## src/rtl/instr_encoder.sv

```systemverilog
// -----------------------------------------------------------------------------
// instr_encoder
//
// Packs field-level instruction requests (opcode, registers, funct, immediate)
// into 32-bit RV32I words. Words are buffered in a small FIFO and written in
// order into instruction memory at consecutive word addresses. Requests with an
// unsupported opcode or a misaligned branch/jump target are consumed without
// being written, and o_Error pulses for one cycle.
//
// Optional feature: define ENC_RANGE_CHECK_EN to also reject immediates that
// do not fit their instruction field. When it is undefined, immediates are
// truncated to the field width.
//
// Parameters
//   P_DEPTH      FIFO entries (power of two, >= 2)
//   P_ADDR_W     byte-address width
//   P_BASE_ADDR  first write address after reset/clear (word aligned)
//
// Ports
//   i_CLK, i_RST        clock, synchronous active-high reset
//   i_Clear             flush FIFO, reload address, zero o_Count
//   i_Valid / o_Ready   request handshake
//   i_OpCode, i_Rd, i_Rs1, i_Rs2, i_Funct3, i_Funct7, i_Imm   request fields
//   o_MemWE, o_MemAddr, o_MemWD, i_MemReady                 memory write port
//   o_Error             one-cycle pulse after a rejected request
//   o_Count             words written since reset/clear (saturating)
//
// Handshake semantics (both ports): a transfer happens on a rising clock edge
// where valid and ready are both high. Valid and the payload must be held until
// that edge; ready never depends on valid. On the memory side o_MemWD and
// o_MemAddr stay stable while o_MemWE is high and i_MemReady is low.
// -----------------------------------------------------------------------------
module instr_encoder #(
  parameter int                  P_DEPTH     = 4,
  parameter int                  P_ADDR_W    = 32,
  parameter logic [P_ADDR_W-1:0] P_BASE_ADDR = '0
) (
  input  logic                i_CLK,
  input  logic                i_RST,
  input  logic                i_Clear,
  input  logic                i_Valid,
  output logic                o_Ready,
  input  logic [6:0]          i_OpCode,
  input  logic [4:0]          i_Rd,
  input  logic [4:0]          i_Rs1,
  input  logic [4:0]          i_Rs2,
  input  logic [2:0]          i_Funct3,
  input  logic [6:0]          i_Funct7,
  input  logic [20:0]         i_Imm,
  output logic                o_MemWE,
  output logic [P_ADDR_W-1:0] o_MemAddr,
  output logic [31:0]         o_MemWD,
  input  logic                i_MemReady,
  output logic                o_Error,
  output logic [15:0]         o_Count
);

  localparam int PTR_W = $clog2(P_DEPTH);
  localparam int CNT_W = PTR_W + 1;
  localparam logic [CNT_W-1:0] DEPTH_C = CNT_W'(P_DEPTH);

  localparam logic [6:0] OP_LW    = 7'b0000011;
  localparam logic [6:0] OP_SW    = 7'b0100011;
  localparam logic [6:0] OP_RTYPE = 7'b0110011;
  localparam logic [6:0] OP_ADDI  = 7'b0010011;
  localparam logic [6:0] OP_JAL   = 7'b1101111;
  localparam logic [6:0] OP_BEQ   = 7'b1100011;
  localparam logic [6:0] OP_NOP   = 7'b0000000;

  localparam logic [31:0] NOP_WORD = 32'h0000_0013; // addi x0, x0, 0

  // ---------------------------------------------------------------------------
  // Immediate range qualification
  // ---------------------------------------------------------------------------
  logic imm_i_ok; // I/S-type: 12-bit signed
  logic imm_b_ok; // B-type: 13-bit signed

`ifdef ENC_RANGE_CHECK_EN
  // A value fits an N-bit signed field when every bit above the field equals
  // the field's sign bit. The J-type field is 21 bits wide, the same as i_Imm,
  // so every jal immediate is in range and needs only the alignment check.
  assign imm_i_ok = (i_Imm[20:11] == {10{i_Imm[11]}});
  assign imm_b_ok = (i_Imm[20:12] == {9{i_Imm[12]}});
`else
  assign imm_i_ok = 1'b1;
  assign imm_b_ok = 1'b1;
`endif

  // ---------------------------------------------------------------------------
  // Encoder
  // ---------------------------------------------------------------------------
  logic [31:0] enc_word;
  logic        enc_legal;

  always_comb begin
    enc_word  = 32'h0;
    enc_legal = 1'b0;
    case (i_OpCode)
      OP_LW: begin
        // funct3 is fixed to word width regardless of i_Funct3
        enc_word  = {i_Imm[11:0], i_Rs1, 3'b010, i_Rd, OP_LW};
        enc_legal = imm_i_ok;
      end
      OP_ADDI: begin
        enc_word  = {i_Imm[11:0], i_Rs1, i_Funct3, i_Rd, OP_ADDI};
        enc_legal = imm_i_ok;
      end
      OP_SW: begin
        enc_word  = {i_Imm[11:5], i_Rs2, i_Rs1, 3'b010, i_Imm[4:0], OP_SW};
        enc_legal = imm_i_ok;
      end
      OP_RTYPE: begin
        enc_word  = {i_Funct7, i_Rs2, i_Rs1, i_Funct3, i_Rd, OP_RTYPE};
        enc_legal = 1'b1;
      end
      OP_BEQ: begin
        // Branch offsets are in half-words; bit 0 is not encoded, so a set
        // bit 0 would silently change the target and is rejected instead.
        enc_word  = {i_Imm[12], i_Imm[10:5], i_Rs2, i_Rs1, i_Funct3,
                     i_Imm[4:1], i_Imm[11], OP_BEQ};
        enc_legal = !i_Imm[0] && imm_b_ok;
      end
      OP_JAL: begin
        enc_word  = {i_Imm[20], i_Imm[10:1], i_Imm[11], i_Imm[19:12],
                     i_Rd, OP_JAL};
        enc_legal = !i_Imm[0];
      end
      OP_NOP: begin
        enc_word  = NOP_WORD;
        enc_legal = 1'b1;
      end
      default: begin
        enc_word  = 32'h0;
        enc_legal = 1'b0;
      end
    endcase
  end

  // ---------------------------------------------------------------------------
  // State
  // ---------------------------------------------------------------------------
  logic [31:0]         mem_q [P_DEPTH];
  logic [PTR_W-1:0]    wr_ptr_q, wr_ptr_d;
  logic [PTR_W-1:0]    rd_ptr_q, rd_ptr_d;
  logic [CNT_W-1:0]    cnt_q,    cnt_d;
  logic [P_ADDR_W-1:0] addr_q,   addr_d;
  logic [15:0]         count_q,  count_d;
  logic                err_q,    err_d;
  // Low for the first cycle after reset so o_Ready rises only once reset
  // has been released for a full clock.
  logic                init_q,   init_d;

  logic fifo_full;
  logic fifo_empty;
  logic req_fire;
  logic push;
  logic pop;

  assign fifo_full  = (cnt_q == DEPTH_C);
  assign fifo_empty = (cnt_q == '0);

  // Ready comes from registered occupancy only: a pop in the same cycle does
  // not reopen a full FIFO. Clear and reset both block new requests.
  assign o_Ready  = init_q && !fifo_full && !i_Clear && !i_RST;
  assign req_fire = i_Valid && o_Ready;
  assign push     = req_fire && enc_legal;

  // Words about to be discarded by clear/reset are not offered to memory.
  assign o_MemWE  = !fifo_empty && !i_Clear && !i_RST;
  assign pop      = o_MemWE && i_MemReady;

  assign o_MemWD   = fifo_empty ? 32'h0 : mem_q[rd_ptr_q];
  assign o_MemAddr = addr_q;
  assign o_Error   = err_q;
  assign o_Count   = count_q;

  always_comb begin
    wr_ptr_d = wr_ptr_q;
    rd_ptr_d = rd_ptr_q;
    cnt_d    = cnt_q;
    addr_d   = addr_q;
    count_d  = count_q;
    err_d    = 1'b0;
    init_d   = 1'b1;

    if (i_Clear) begin
      wr_ptr_d = '0;
      rd_ptr_d = '0;
      cnt_d    = '0;
      addr_d   = P_BASE_ADDR;
      count_d  = 16'h0;
    end else begin
      if (push) begin
        wr_ptr_d = wr_ptr_q + PTR_W'(1);
      end
      if (pop) begin
        rd_ptr_d = rd_ptr_q + PTR_W'(1);
        addr_d   = addr_q + P_ADDR_W'(4);
        if (count_q != 16'hFFFF) begin
          count_d = count_q + 16'd1;
        end
      end
      case ({push, pop})
        2'b10:   cnt_d = cnt_q + CNT_W'(1);
        2'b01:   cnt_d = cnt_q - CNT_W'(1);
        default: cnt_d = cnt_q;
      endcase
      err_d = req_fire && !enc_legal;
    end
  end

  always_ff @(posedge i_CLK) begin
    if (i_RST) begin
      wr_ptr_q <= '0;
      rd_ptr_q <= '0;
      cnt_q    <= '0;
      addr_q   <= P_BASE_ADDR;
      count_q  <= 16'h0;
      err_q    <= 1'b0;
      init_q   <= 1'b0;
    end else begin
      wr_ptr_q <= wr_ptr_d;
      rd_ptr_q <= rd_ptr_d;
      cnt_q    <= cnt_d;
      addr_q   <= addr_d;
      count_q  <= count_d;
      err_q    <= err_d;
      init_q   <= init_d;
    end
  end

  // Storage needs no reset: an entry is only read while occupancy covers it.
  always_ff @(posedge i_CLK) begin
    if (push) begin
      mem_q[wr_ptr_q] <= enc_word;
    end
  end

endmodule
```

## config.mk

```make
export PLATFORM = sky130hd
export DESIGN_NAME = instr_encoder
export DESIGN_NICKNAME = d
export VERILOG_FILES = /design/src/rtl/instr_encoder.sv
export SDC_FILE = /design/constraint.sdc
export NUM_CORES = 1
export LEC_CHECK = 0
export CAP_MARGIN = 30
export CORE_MARGIN = 1.5
export CORE_UTILIZATION = 45
export DETAILED_ROUTE_END_ITERATION = 8
export HOLD_SLACK_MARGIN = 0.08
export PLACE_DENSITY = 0.7
export SYNTH_ARGS = -nofsm -noshare
export SYNTH_HDL_FRONTEND = slang
export SYNTH_SLANG_ARGS = --single-unit
export TNS_END_PERCENT = 1
```

## constraint.sdc

```tcl
create_clock -name i_CLK -period 4.7 [get_ports i_CLK]
set_input_delay 1.175 -clock i_CLK [delete_from_list [all_inputs] [get_ports i_CLK]]
set_output_delay 1.175 -clock i_CLK [all_outputs]
set_load 0.02 [all_outputs]
```

==> reports/metrics.cfg, run 1 <==
[status]
status = finished, final reports clean

[timing]
tns_ns = 0
setup_viol = 0
finClkSkew_ns = 0.00749
drv_slew = 0
slew_headroom = 0.354
rsz0062_at_grt = false
worstMarginPinSlew_ns = 0.962
hold_violations = 0
fin_crit_ns = 4.06
max_freq_mhz = 247
fin_crit_sh = 0.863
timing.hold.ws_ns = 0.468

[place]
numPortBuffers = 138
gp_congestion = 0.895
placed_area_mm2 = 0.00951
place_inst = 943
post-dp-hpwl_um = 13000

[clock_network]
hold_buffers = 0
clkLatencyLatePin_ns = 0.43
clk_pin_slew_ns = 0.06
root_buffer = clkbuf_16
numCtsBuffers = 17
post_cts_resized = 0
cts_tree = done
cts.sinks = 177
postCtsSetupRepairBufs = 0
htreeDepth = 4
clk_path_buf_depth = 2

[yosys]
syn_area_per_cell_um2 = 13.1
synthCells = 601
ys_seq_area_frac = 0.604
synth_flop_cell = edfxtp_1
syn_area_mm2 = 0.00786
synth_edf_count = 120
synthArstFlopShare = 0
ys_warn_count = 0
synthDistinctLibCells = 54
synth-seq-cells = 177

[floorplanning]
die_w_um = 135
die_h_um = 135
core_mm2 = 0.0172
fp.dieArea_mm2 = 0.0183
initial_core_util = 0.458
boundaryPins = 141
rows = 48

[grt]
grt_pass1_vias = 5539
grt.overflow.total = 0
antenna_found_initial = 0
grt_max_degree = 47
grt_usage = 0.211
grt_pass1_wl_um = 29400

[worst_setup_path]
crit_required_ns = 3.52
critPathMaxFanout = 8
end_kind = output port
arrival_ns = 2.88
start_kind = primary input
critPathKind = in -> out

[layout]
area_delta_synth_final_pct = 28.5
fin_cells = 975
nFillCells = 1362
nNetsFinal = 803
drive_above_1_share = 0.109
design_area_mm2 = 0.0101
antenna_cells = 0

[job]
cap_violations = 0

[pwr]
ir_drop_v = 0.000251
leakage_nw = 3.08
p_per_area_mw_per_mm2 = 315
power.total_w = 0.00318

[route]
vias = 5703
drc = 0
routed_wl_um = 18700
first_pass_iters = 5
routed_via_density = 5.85
ant_nets = 0
first_iter_violations = 391
wl_per_cell_um = 19.2

[min_path]
hold_path_class = reg -> reg

## kinds of logic after synthesis
family	count (synthesis)	share of synthesized area
AOI/OAI and AO/OA	106	0.0925
xor gates and xnor gates	12	0.0134
adders and majority gates	8	0.0137
buffers and inverters	53	0.0294
DFF	177	0.604
muxes	39	0.0974
other	1	0.000477
and+or+nand+nor	205	0.149
## critical path: stages
cell,delay (ns)
clkdlybuf4s50_1,0.55
nor2_1,0.30
and3_1,0.23
clkdlybuf4s50_1,0.61
## through the flow
step | util | setup slack (ns)
2_1_floorplan | - | 1.20
3_3_place_gp | 0.554 | 0.645
3_5_place_dp | 0.554 | 0.465
4_1_cts | 0.588 | 0.644
5_1_grt | 0.588 | 0.543
6_report | 0.588 | 0.644
## per-layer routing
layer  GRT usage  share of wire
met1       0.272           0.42
met2       0.361           0.50
met3      0.0423          0.065
met4      0.0675          0.017
met5           0              0
## synthesized netlist by cell type, types with 4 or more instances
master / number / share of area
clkbuf_1: 22 / 0.011
or3_1: 15 / 0.012
a21oi_1: 32 / 0.020
o31ai_1: 18 / 0.017
nor2_1: 21 / 0.010
mux4_2: 30 / 0.086
nand3_1: 24 / 0.015
nor4_1: 9 / 0.0072
xor2_1: 4 / 0.0045
nand4_1: 11 / 0.0088
and4_1: 10 / 0.011
buf_4: 4 / 0.0038
dfxtp_1: 57 / 0.15
or4_1: 17 / 0.016
ha_1: 7 / 0.011
buf_2: 8 / 0.0051
o21ai_0: 14 / 0.0089
xnor2_1: 8 / 0.0089
and2_1: 36 / 0.029
and3_1: 6 / 0.0048
o311ai_0: 4 / 0.0045
nor3_1: 9 / 0.0057
inv_1: 16 / 0.0076
mux2i_1: 9 / 0.011
a22o_1: 23 / 0.026
edfxtp_1: 120 / 0.46
nand2_1: 32 / 0.015
## worst paths after layout
check	from	endpoint	slack (ns)	depth (start not counted)
setup reg to reg	cnt_q[0]	cnt_q[2]	1.63	10
hold reg to reg	o_MemAddr[31]	o_MemAddr[31]	0.47	1
hold / removal	o_MemAddr[31]	o_MemAddr[31]	0.47	1
setup / recovery	i_Clear	o_Ready	0.64	4
## flip-flops by register name (all words and copies together), names as in the netlist, named ones only
| name | cells |
|---|---|
| wr_ptr_q | 2 |
| cnt_q | 3 |
| rd_ptr_q | 2 |
| o_Error | 1 |
| o_Count | 16 |
| init_q | 1 |
| mem_q | 120 |
| o_MemAddr | 30 |
## power breakdown
part           internal, W  leakage (nW)  switching [W]
Sequential         0.00165          1.46    0.000000592
Clock             0.000802         0.291       0.000621
Combinational    0.0000563          1.33      0.0000509
Total              0.00251          3.08       0.000673
## final cells by class
cell class	instances	area, um^2	share of cell area
Clock buffer	18	429	0.0425
Clock inverter	14	163	0.0161
Inverter	17	63.8	0.00632
Multi-Input combinational cell	372	2890	0.287
Sequential cell	177	4750	0.470
Tap cell	225	282	0.0279
Timing Repair Buffer	152	1520	0.151
## cell usage in the layout, fill, tap and decap left out, types with 3 or more instances in the layout
cell type,Yosys,routed
clkdlybuf4s50_1,0,138
edfxtp_1,120,120
dfxtp_1,57,56
and2_1,36,36
nand2_1,32,32
a21oi_1,32,32
mux4_2,30,30
nand3_1,24,24
a22o_1,23,23
nor2_1,21,21
o31ai_1,18,18
or4_1,17,17
clkbuf_16,0,17
inv_1,16,16
or3_1,15,15
o21ai_0,14,14
nand4_1,11,11
buf_4,4,11
and4_1,10,10
nor3_1,9,9
mux2i_1,9,9
inv_6,0,9
xnor2_1,8,8
nor4_1,9,8
ha_1,7,7
and3_1,6,6
o311ai_0,4,4
xor2_1,4,4
or2_2,3,3
o41ai_1,3,3
buf_12,0,3
Power figures use the tool's default switching activity.
==> run 2, diff against run 1 <==
--- a/config.mk
+++ b/config.mk
@@ -5,12 +5,13 @@
 export SDC_FILE = /design/constraint.sdc
 export NUM_CORES = 1
 export LEC_CHECK = 0
+export ABC_AREA = 1
 export CAP_MARGIN = 30
 export CORE_MARGIN = 1.5
 export CORE_UTILIZATION = 45
 export DETAILED_ROUTE_END_ITERATION = 8
 export HOLD_SLACK_MARGIN = 0.08
-export PLACE_DENSITY = 0.7
+export PLACE_DENSITY_LB_ADDON = 0.08
 export SYNTH_ARGS = -nofsm -noshare
 export SYNTH_HDL_FRONTEND = slang
 export SYNTH_SLANG_ARGS = --single-unit
==> reports/metrics.cfg, run 2 <==
[grt]
grt_pass1_vias = 6519
grt_max_degree = 61
grt_pass1_wl_um = 33800
use_met3 = 0.0383
use_met1 = 0.290
antenna_found_initial = 0
grt.overflow.total = 0
gr-usage-met2 = 0.378
grt.busiest_layer = met2
grt_usage = 0.223

[place]
post-dp-hpwl_um = 14500
placed_area_mm2 = 0.0101
gp_congestion = 0.841
numPortBuffers = 138

[clock_network]
postCtsSetupRepairBufs = 0
clk_path_buf_depth = 2
root_buffer = clkbuf_16
cts_tree = done
clk_pin_slew_ns = 0.07
htreeDepth = 4
numCtsBuffers = 17
post_cts_resized = 0
cts.sinks = 177
clkLatencyLatePin_ns = 0.43
hold_buffers = 0

[yosys]
synthDistinctLibCells = 45
synth-seq-cells = 177
syn_area_mm2 = 0.00848
synth_flop_cell = edfxtp_1
synth_largest_area_cell = edfxtp_1
synth_common_cells = nor2_1 (210), nand2_1 (186), edfxtp_1 (120), o21ai_0 (98), inv_1 (82)
synthCells = 987
synth_top_area_share = 0.425
ys_warn_count = 0
synth_edf_count = 120
synthArstFlopShare = 0
ys_seq_area_frac = 0.559
synth_most_common_cell = nor2_1
syn_area_per_cell_um2 = 8.59
synth.area.top_cells = edfxtp_1 (42%), dfxtp_1 (13%), nor2_1 (9.3%)

[floorplanning]
rows = 50
boundaryPins = 141
fp.dieArea_mm2 = 0.0197
core_mm2 = 0.0186
die_h_um = 140
die_w_um = 140
initial_core_util = 0.457

[route]
wl_per_cell_um = 15.6
first_pass_iters = 5
first_iter_violations = 395
ant_nets = 0
routed_wl_um = 21400
routed_via_density = 5.13
drc = 0
vias = 7020

[layout]
largest-register = mem_q
layout_commonest_cell = nor2_1
drive_above_1_share = 0.0775
nNetsFinal = 1188
area_delta_synth_final_pct = 26.2
mostFrequentLayoutCells = nor2_1 (206), nand2_1 (186), clkdlybuf4s50_1 (138)
design_area_mm2 = 0.0107
antenna_cells = 0
largest_reg_flops = 120

[status]
status = finished, final reports clean

[worst_setup_path]
cpMaxStageDelayCell = clkdlybuf4s50_1
critPathMaxFanout = 3
critPathKind = in -> out
crit_chain = clkdlybuf4s50_1 -> nor2_4 -> inv_2 -> nor3_1 -> clkdlybuf4s50_1
arrival_ns = 2.62
start_kind = primary input
critPathMaxStageDelay_ns = 0.64
end_kind = output port
cp_common_cell = clkdlybuf4s50_1
crit_required_ns = 3.52

[pwr]
leakage_nw = 3.79
ir_drop_v = 0.000266
p_per_area_mw_per_mm2 = 294

[timing]
rsz0062_at_grt = false
drv_slew = 0
max_freq_mhz = 263
worstMarginPinSlew_ns = 0.659
timing.hold.ws_ns = 0.469
setup_viol = 0
fin_crit_sh = 0.808
finClkSkew_ns = 0.0127
hold_violations = 0
tns_ns = 0
slew_headroom = 0.555
fin_crit_ns = 3.80

[job]
cap_violations = 0

[min_path]
hold_path_class = reg -> reg

run 2: metrics by stage:
stage / setup slack [ns] / util / cells / power (W)
2_1_floorplan: 1.14 / - / 988 / 0.00172
3_3_place_gp: 0.921 / 0.544 / 1337 / 0.00178
3_5_place_dp: 0.897 / 0.544 / 1337 / 0.00178
4_1_cts: 0.865 / 0.576 / 1369 / 0.00318
5_1_grt: 0.756 / 0.576 / 1369 / 0.00324
6_report: 0.901 / 0.576 / 1369 / 0.00315
run 2: worst max-delay path, delay by kind of cell:
kind                   cells  cell delay [ns]
buffers and inverters      3             1.15
AND/OR/NAND/NOR            2             0.31
run 2: cell families after synthesis:
family,share of synthesized area
AO/OA/AOI/OAI,0.114
XOR/XNOR,0.00723
adder cells (fa/ha/maj),0.0127
buffers and inverters,0.0643
flip-flops,0.559
other,0.000442
AND/OR/NAND/NOR,0.242
run 2: final cells by class:
cell class | instances | area (um^2)
inverters | 91 | 345
fillers | 1679 | 7880
clock buffers | 17 | 425
multi-input cells | 683 | 3210
clock inverters | 15 | 161
repair buffers | 152 | 1520
well taps | 234 | 293
flip-flops and latches | 177 | 4750
run 2: power breakdown:
group	switching [W]	internal [W]
combinational	0.0000458	0.0000522
sequential	0.000000360	0.00165
clock	0.000648	0.000757
run 2: path summary, 6_finish.rpt:
kind	from	end	slack, ns	depth (start not counted)
setup / recovery	i_Clear	o_Ready	0.90	5
hold / removal	rd_ptr_q[1]	flip-flop	0.47	2
setup reg to reg	cnt_q[2]	cnt_q[2]	2.37	11
hold reg to reg	rd_ptr_q[1]	flip-flop	0.47	2
run 2: layer usage:
layer | up-vias | share of wire
met5 | - | 0
met4 | 0 | 0.016
met3 | 29 | 0.053
met2 | 210 | 0.49
met1 | 3252 | 0.44
li1 | 3529 | -
==> run 3, diff against run 2 <==
==> constraint.sdc (replaced) <==
create_clock -name i_CLK -period 3.15 [get_ports i_CLK]
set_input_delay 0.7875 -clock i_CLK [delete_from_list [all_inputs] [get_ports i_CLK]]
set_output_delay 0.7875 -clock i_CLK [all_outputs]
set_load 0.02 [all_outputs]
==> reports/metrics.cfg, run 3 (synthesis gave the netlist of run 2 again) <==
[route]
wl_per_cell_um = 15.3
drc = 0
routed_wl_um = 21300
routed_via_density = 5.02
ant_nets = 0
vias = 6982
first_pass_iters = 5
first_iter_violations = 408

[floorplanning]
core_mm2 = 0.0186
fp.dieArea_mm2 = 0.0197
rows = 50
die_h_um = 140
initial_core_util = 0.457
boundaryPins = 141
die_w_um = 140

[layout]
nFillCells = 1672
mostFrequentLayoutCells = nor2_1 (206), nand2_1 (186), clkdlybuf4s50_1 (132)
nNetsFinal = 1211
largest-register = mem_q
design_area_mm2 = 0.0109
area_delta_synth_final_pct = 28.9
layout_commonest_cell = nor2_1
largest_reg_flops = 120
drive_above_1_share = 0.0967
antenna_cells = 0

[place]
post-dp-hpwl_um = 14500
gp_congestion = 0.828
numPortBuffers = 138
dp_slack_ns = 0.0405
placed_area_mm2 = 0.0103

[timing]
rsz0062_at_grt = false
fin_crit_ns = 3.00
setup_slack_ns = 0.149
fin_crit_sh = 0.953
hold_violations = 0
setup_viol = 0
slew_headroom = 0.443
worstMarginPinSlew_ns = 0.825
max_freq_mhz = 333
tns_ns = 0
finClkSkew_ns = 0.0154
drv_slew = 0

[worst_setup_path]
ff2ff_path_depth = 11
r2r_setup_slack_ns = 1.03
end_kind = output port
critPathKind = in -> out
reg2reg_from = cnt_q[2]
critPathMaxFanout = 4
arrival_ns = 2.21
start_kind = primary input
r2r_end = cnt_q[2]
crit_required_ns = 2.36

[clock_network]
cts.sinks = 177
htreeDepth = 4
clk_path_buf_depth = 2
root_buffer = clkbuf_16
cts_tree = done
numCtsBuffers = 17
clkLatencyLatePin_ns = 0.43
clk_pin_slew_ns = 0.06

[grt]
grt_pass1_vias = 6538
antenna_found_initial = 0
grt_usage = 0.222
grt_pass1_wl_um = 33900
grt_max_degree = 45
grt.overflow.total = 0

[min_path]
hp-start = rd_ptr_q[0]
hold_depth = 1
hold_path_class = reg -> reg

[pwr]
leakage_nw = 4.01
p_per_area_mw_per_mm2 = 431
ir_drop_v = 0.000363

[status]
status = finished, final reports clean

[job]
cap_violations = 0

run 3: cell types whose count changed in the layout (fill, tap and decap cells not counted), sizes merged:
| cell | previous run | this run |
|---|---|---|
| clkdlybuf4s50 | 138 | 132 |
| dlymetal6s2s | 0 | 4 |
| dlygate4sd2 | 0 | 2 |
| buf | 14 | 37 |
run 3: what timing repair did:
item                                    4_1_cts  5_1_grt
endpoints found under the hold margin         0        0
resized for setup                             3        5
endpoints found under the setup margin        9       17
hold buffers                                  0        0
setup buffers                                 0        1
run 3: worst max-delay path: stages:
cell and delay, ns:
clkdlybuf4s50_1 0.44, nor2_4 0.13, inv_2 0.06, nor2_1 0.16, clkdlybuf4s50_1 0.63
run 3: routing by layer:
metal  vias up  track usage  share of wire
met3        18       0.0441          0.053
met4         0       0.0670          0.010
met2       191        0.373           0.48
met1      3196        0.291           0.45
li1       3577            -              -
met5         -            0              0
run 3: how the worst max path moves through the flow:
stage                     cells past startpoint           end        start  slack [ns]
after detailed placement                     14      cnt_q[2]  i_OpCode[5]        0.04
after global routing                          6   o_MemWD[10]    flip-flop        0.02
final                                         5       o_MemWE      i_Clear        0.15
after global placement                       14      cnt_q[2]  i_OpCode[5]        0.04
after floorplan                               5  mem_q[0][10]      i_Clear       -0.02
after CTS                                     6    o_MemWD[0]    flip-flop        0.03
run 3: power breakdown:
group          internal (W)  switching (W)  leakage (nW)
clock network       0.00113       0.000966         0.284
registers           0.00246    0.000000524          1.65
logic             0.0000846      0.0000725          2.08
run 3: cell type report:
class                   count  area (um^2)  share of cell area
flip-flops and latches    177         4750               0.434
well taps                 234          293              0.0268
repair buffers            175         1750               0.160
clock inverters            15          160              0.0146
multi-input cells         683         3210               0.293
clock buffers              17          425              0.0389
inverters                  91          349              0.0319
run 3: metrics by stage:
stage	hold WS [ns]	std cells	power, W	util
after floorplan	0.436	988	0.00256	-
after global placement	0.459	1359	0.00267	0.556
after detailed placement	0.461	1359	0.00267	0.556
after CTS	0.470	1391	0.00476	0.587
after global routing	0.505	1392	0.00486	0.589
final	0.468	1392	0.00471	0.589
